--- config.mk ---
export PLATFORM = sky130hd
export DESIGN_NAME = prog_interval_timer
export DESIGN_NICKNAME = d
export VERILOG_FILES = /design/src/rtl/prog_interval_timer.sv
export SDC_FILE = /design/constraint.sdc
export NUM_CORES = 1
export LEC_CHECK = 0
export ABC_AREA = 0
export BUFFER_PORTS_ARGS = -buffer_cell sky130_fd_sc_hd__buf_2
export CORE_AREA = 2 2 139 141
export DETAILED_ROUTE_END_ITERATION = 16
export DIE_AREA = 0 0 141 143
export PLACE_DENSITY = 0.64
export SLEW_MARGIN = 20
export SYNTH_ARGS = -nofsm -noshare
export SYNTH_HDL_FRONTEND = slang
export SYNTH_SLANG_ARGS = --single-unit
--- constraint.sdc ---
create_clock -name clk -period 4.1 [get_ports clk]
set_input_delay 0 -clock clk [delete_from_list [all_inputs] [get_ports clk]]
set_output_delay 0 -clock clk [all_outputs]
set_load 0.01 [all_outputs]
--- src/rtl/prog_interval_timer.sv ---
// Programmable interval timer: one-cycle tick every period_q cycles with one-shot,
// periodic and burst modes, runtime period load and pause/resume.
module prog_interval_timer #(
  parameter int unsigned WIDTH          = 32,
  parameter int unsigned DEFAULT_PERIOD = 25_000_000,
  parameter int unsigned BURST_W        = 8
) (
  input  logic               clk,
  input  logic               rst_n,
  input  logic               enable,
  input  logic [1:0]         mode,
  input  logic               pause,
  input  logic               load,
  input  logic [WIDTH-1:0]   period_in,
  input  logic [BURST_W-1:0] burst_len,
  output logic               tick,
  output logic               done,
  output logic               busy,
  output logic [WIDTH-1:0]   counter,
  output logic [BURST_W-1:0] tick_count
);

  localparam logic [WIDTH-1:0] DefPeriod = WIDTH'(DEFAULT_PERIOD);

  typedef enum logic [1:0] {StIdle, StRun, StPaused, StDone} state_e;

  state_e             state_q;
  logic [1:0]         mode_q;
  logic [BURST_W-1:0] burst_q;
  logic [WIDTH-1:0]   period_q;

  logic [WIDTH-1:0]   load_val;
  logic [BURST_W-1:0] tc_inc;
  logic               terminal;
  logic               finish;

  always_comb begin
    load_val = (period_in == '0) ? WIDTH'(1) : period_in;
    terminal = (counter == period_q - WIDTH'(1));
    tc_inc   = (&tick_count) ? tick_count : tick_count + BURST_W'(1);
    // Mode 11 falls through as periodic: neither condition matches.
    finish   = (mode_q == 2'b00) || ((mode_q == 2'b10) && (tc_inc == burst_q));
  end

  always_ff @(posedge clk or negedge rst_n) begin
    if (!rst_n) begin
      state_q    <= StIdle;
      mode_q     <= 2'b01;
      burst_q    <= BURST_W'(1);
      period_q   <= DefPeriod;
      counter    <= '0;
      tick       <= 1'b0;
      done       <= 1'b0;
      busy       <= 1'b0;
      tick_count <= '0;
    end else begin
      if (load) period_q <= load_val;
      tick <= 1'b0;
      if (!enable) begin
        state_q    <= StIdle;
        counter    <= '0;
        done       <= 1'b0;
        busy       <= 1'b0;
        tick_count <= '0;
      end else begin
        case (state_q)
          StIdle: begin
            counter    <= '0;
            tick_count <= '0;
            mode_q     <= mode;
            burst_q    <= (burst_len == '0) ? BURST_W'(1) : burst_len;
            busy       <= 1'b1;
            state_q    <= StRun;
          end
          StRun, StPaused: begin
            // Terminal count wins over a pause arriving in RUN, so the tick still fires.
            if (terminal && ((state_q == StRun) || !pause)) begin
              tick       <= 1'b1;
              counter    <= '0;
              tick_count <= tc_inc;
              if (finish) begin
                state_q <= StDone;
                done    <= 1'b1;
                busy    <= 1'b0;
              end else begin
                state_q <= pause ? StPaused : StRun;
              end
            end else if (load && (load_val <= counter)) begin
              counter <= '0;
              state_q <= pause ? StPaused : StRun;
            end else if (pause) begin
              state_q <= StPaused;
            end else begin
              counter <= counter + WIDTH'(1);
              state_q <= StRun;
            end
          end
          StDone: begin
            counter <= '0;
            done    <= 1'b1;
            busy    <= 1'b0;
          end
          default: state_q <= StIdle;
        endcase
      end
    end
  end

endmodule

==> results.md <==
- Status: finished clean
- Cell Pwr Density: 333 nW/um2
- Num CTS Buffers: 9
- CTS tree: yes
- Beginning of the critical path: period_q[0]
- Detailed Route WL: 19500 um
- Die width: 141 um
- Sequential share of the synthesized area: 33.1%
- Die Area: 20200 um2
- Post-synth ARST share: 100%
- Routed vias/inst: 5.60
- CTS Sinks: 87
- Setup violations, final: 0
- Root Buffer: clkbuf_16
- Number of port buffers: 89
- DRT Pass-1 Iters: 5
- CP required: 4.37 ns
- Final Hold Fails: 0
- Leakage: 3.23 nW
- Data arrival, critical path: 3.86 ns
- Final setup skew: 0.0152 ns
- Most frequent cells in the layout: buf_2, dfrtp_1, nor4_1
- First-pass GRT wire length: 31500 um
- Cells after Synth: 744
- Routed via count: 6017
- Gpl congestion: 0.901
- Starting Density: 35.7%
- Largest family of logic cells by synthesized area: simple AND/OR/NAND/NOR gates
- Max H-tree Level: 3
- Most common cell after layout, fill and taps aside: buf_2
- Gr ovfl total: 0
- TNS Setup: 0 ns
- Design Area, Final: 7910 um2
- Layout net count: 922
- Ys Warns: 0
- Synthesized area: 6630 um2
- Critical path type: reg2reg
- DP Area: 7180 um2
- Pwr Total: 2.64 mW
- RSZ-0062 raised after global routing: no
- Seq cells post-synth: 87
- Slew at the pin with the worst max-slew slack: 0.962 ns
- Worst hold path class: in2reg
- Initial DRC count: 448
- DRC: 0
- VDD IR-drop max: 256 uV
- Xor/xnor share of the synthesized area: 9.25%
- CTS clk-pin slew, worst paths: 0.07 ns
- Hpwl dp: 14600 um
- Setup Fix Bufs, Post-CTS: 0
- Crit-path max FO: 10
- CP Capture Type: register
- Routed Antenna Nets: 0
- Count of different cell masters after synthesis: 74
- Share of cells above drive strength 1: 21.2%
- Core area: 18600 um2
- PnR worst setup slack: 0.507 ns
- Adder-cell share of the synthesized area: 7.36%
- Max Cap Viol: 0
- Max Fclk: 0.278 GHz
- Ys flop type: dfrtp_1
- Compound-Gate Fraction of Synth Area: 12.7%
- Post-synth top area share: 27.6%
- Min-delay src: period_in[0]
- Synth area leaders: dfrtp_1, xnor2_1, ha_1
- Simple-Gate Fraction of Synth Area: 24.5%
- Vias in the first global route: 5864
- Synthesized area per cell: 8.91 um2
- Dpl ws: 0.542 ns
- Critical path launch point type: register
- Filler cells: 1838
- CTS Buffer Depth: 2
- All-Layer GR Usage: 20.0%
- Final number of max-transition violations: 0
- Routed len/inst: 18.2 um
- Multiplexer area fraction after synthesis: 6.21%
- Initial antenna violation count: 0
- Final worst path period share: 87.6%
- Die H: 143 um
- Net count after synthesis: 830
- Yosys top cell by area: dfrtp_1
- Row count: 50
- P&R area growth vs syn: 19.3%
- Clk Latency, worst-skew pair: 0.36 ns
- Crit path time final: 3.59 ns
- ANT cells: 0
- Max transition margin: 35.3%
- Largest net degree at the start of global routing: 51
- Post-synth EDFFs: 0
- I/O pin count: 90
- Worst Hold Margin: 0.0465 ns
- Worst reg2reg path startpoint: period_q[0]
## worst max-delay path, stage by stage, from the launching register on
cell	delay, ns
dfrtp_1	0.46
inv_1	0.09
ha_1	0.24
nor4b_4	0.51
nand3_2	0.20
or4_1	0.50
a211o_1	0.35
a22oi_2	0.21
nand2b_1	0.25
or3_4	0.45
a311oi_2	0.25
## where the power goes
| group | switching, mW | internal (mW) |
|---|---|---|
| clock network | 0.378 | 0.432 |
| logic | 0.419 | 0.316 |
| registers | 0.115 | 0.975 |
## layer usage
layer / routed length [um] / global-route usage (%) / vias to the layer above
met5: 0 / 0 / -
met4: 564 / 8.26 / 0
met3: 935 / 4.53 / 44
met2: 8700 / 30.6 / 152
met1: 9310 / 27.4 / 2919
li1: - / - / 2902
## flip-flops by register name, indices dropped and copies added (netlist names)
signal,flops
period_q,32
burst_q,8
state_q,2
busy,1
tick_count,8
counter,32
mode_q,2
tick,1
done,1
## timing repair
action	CTS	global route
hold endpoints to repair	85	0
setup endpoints to repair	0	1
hold buffers	44	0
gates resized for setup	0	1
## area by class of cell
class                      count  area, um2  share of cell area, %
inverter                      49        184                   2.33
clock inverter                 5       41.3                  0.522
sequential                    87       2190                   27.7
tap                          234        293                   3.70
timing repair buffer         142        956                   12.1
multi-input combinational    547       4000                   50.6
clock buffer                  11        243                   3.07
## through the flow
stage / std cells / util, %
floorplan: 744 / -
global placement: 1015 / 38.6
detailed placement: 1015 / 38.6
CTS: 1075 / 42.5
global route: 1075 / 42.6
finish: 1075 / 42.6
## worst paths after layout
kind | cells past startpoint | endpoint | slack (ns)
max | 10 | state_q[0] | 0.51
max reg2reg | 10 | state_q[0] | 0.51
min | 3 | period_q[0] | 0.05
min in group asynchronous | 2 | counter[16] | 0.21
min reg2reg | 2 | burst_q[0] | 0.50
max in group asynchronous | 3 | period_q[6] | 2.90
## cells in the mapped netlist (all sizes together), types with 23 or more instances
cell type,instances
dfrtp,73
xnor2,57
ha,39
clkbuf,52
nor4,66
inv,49
o21ai,23
nand4,26
mux2,33
nand2,46
nor2,38
## cell families (layout without fill, tap and decap cells)
group / count (synthesis) / count (layout)
XOR/XNOR: 70 / 70
AO/OA/AOI/OAI: 118 / 118
multiplexers: 37 / 37
AND/OR/NAND/NOR: 283 / 283
adder cells (fa/ha/maj): 39 / 39
buffers and inverters: 110 / 207
flip-flops: 87 / 87
Note: power is estimated with default switching activity, not from simulation.
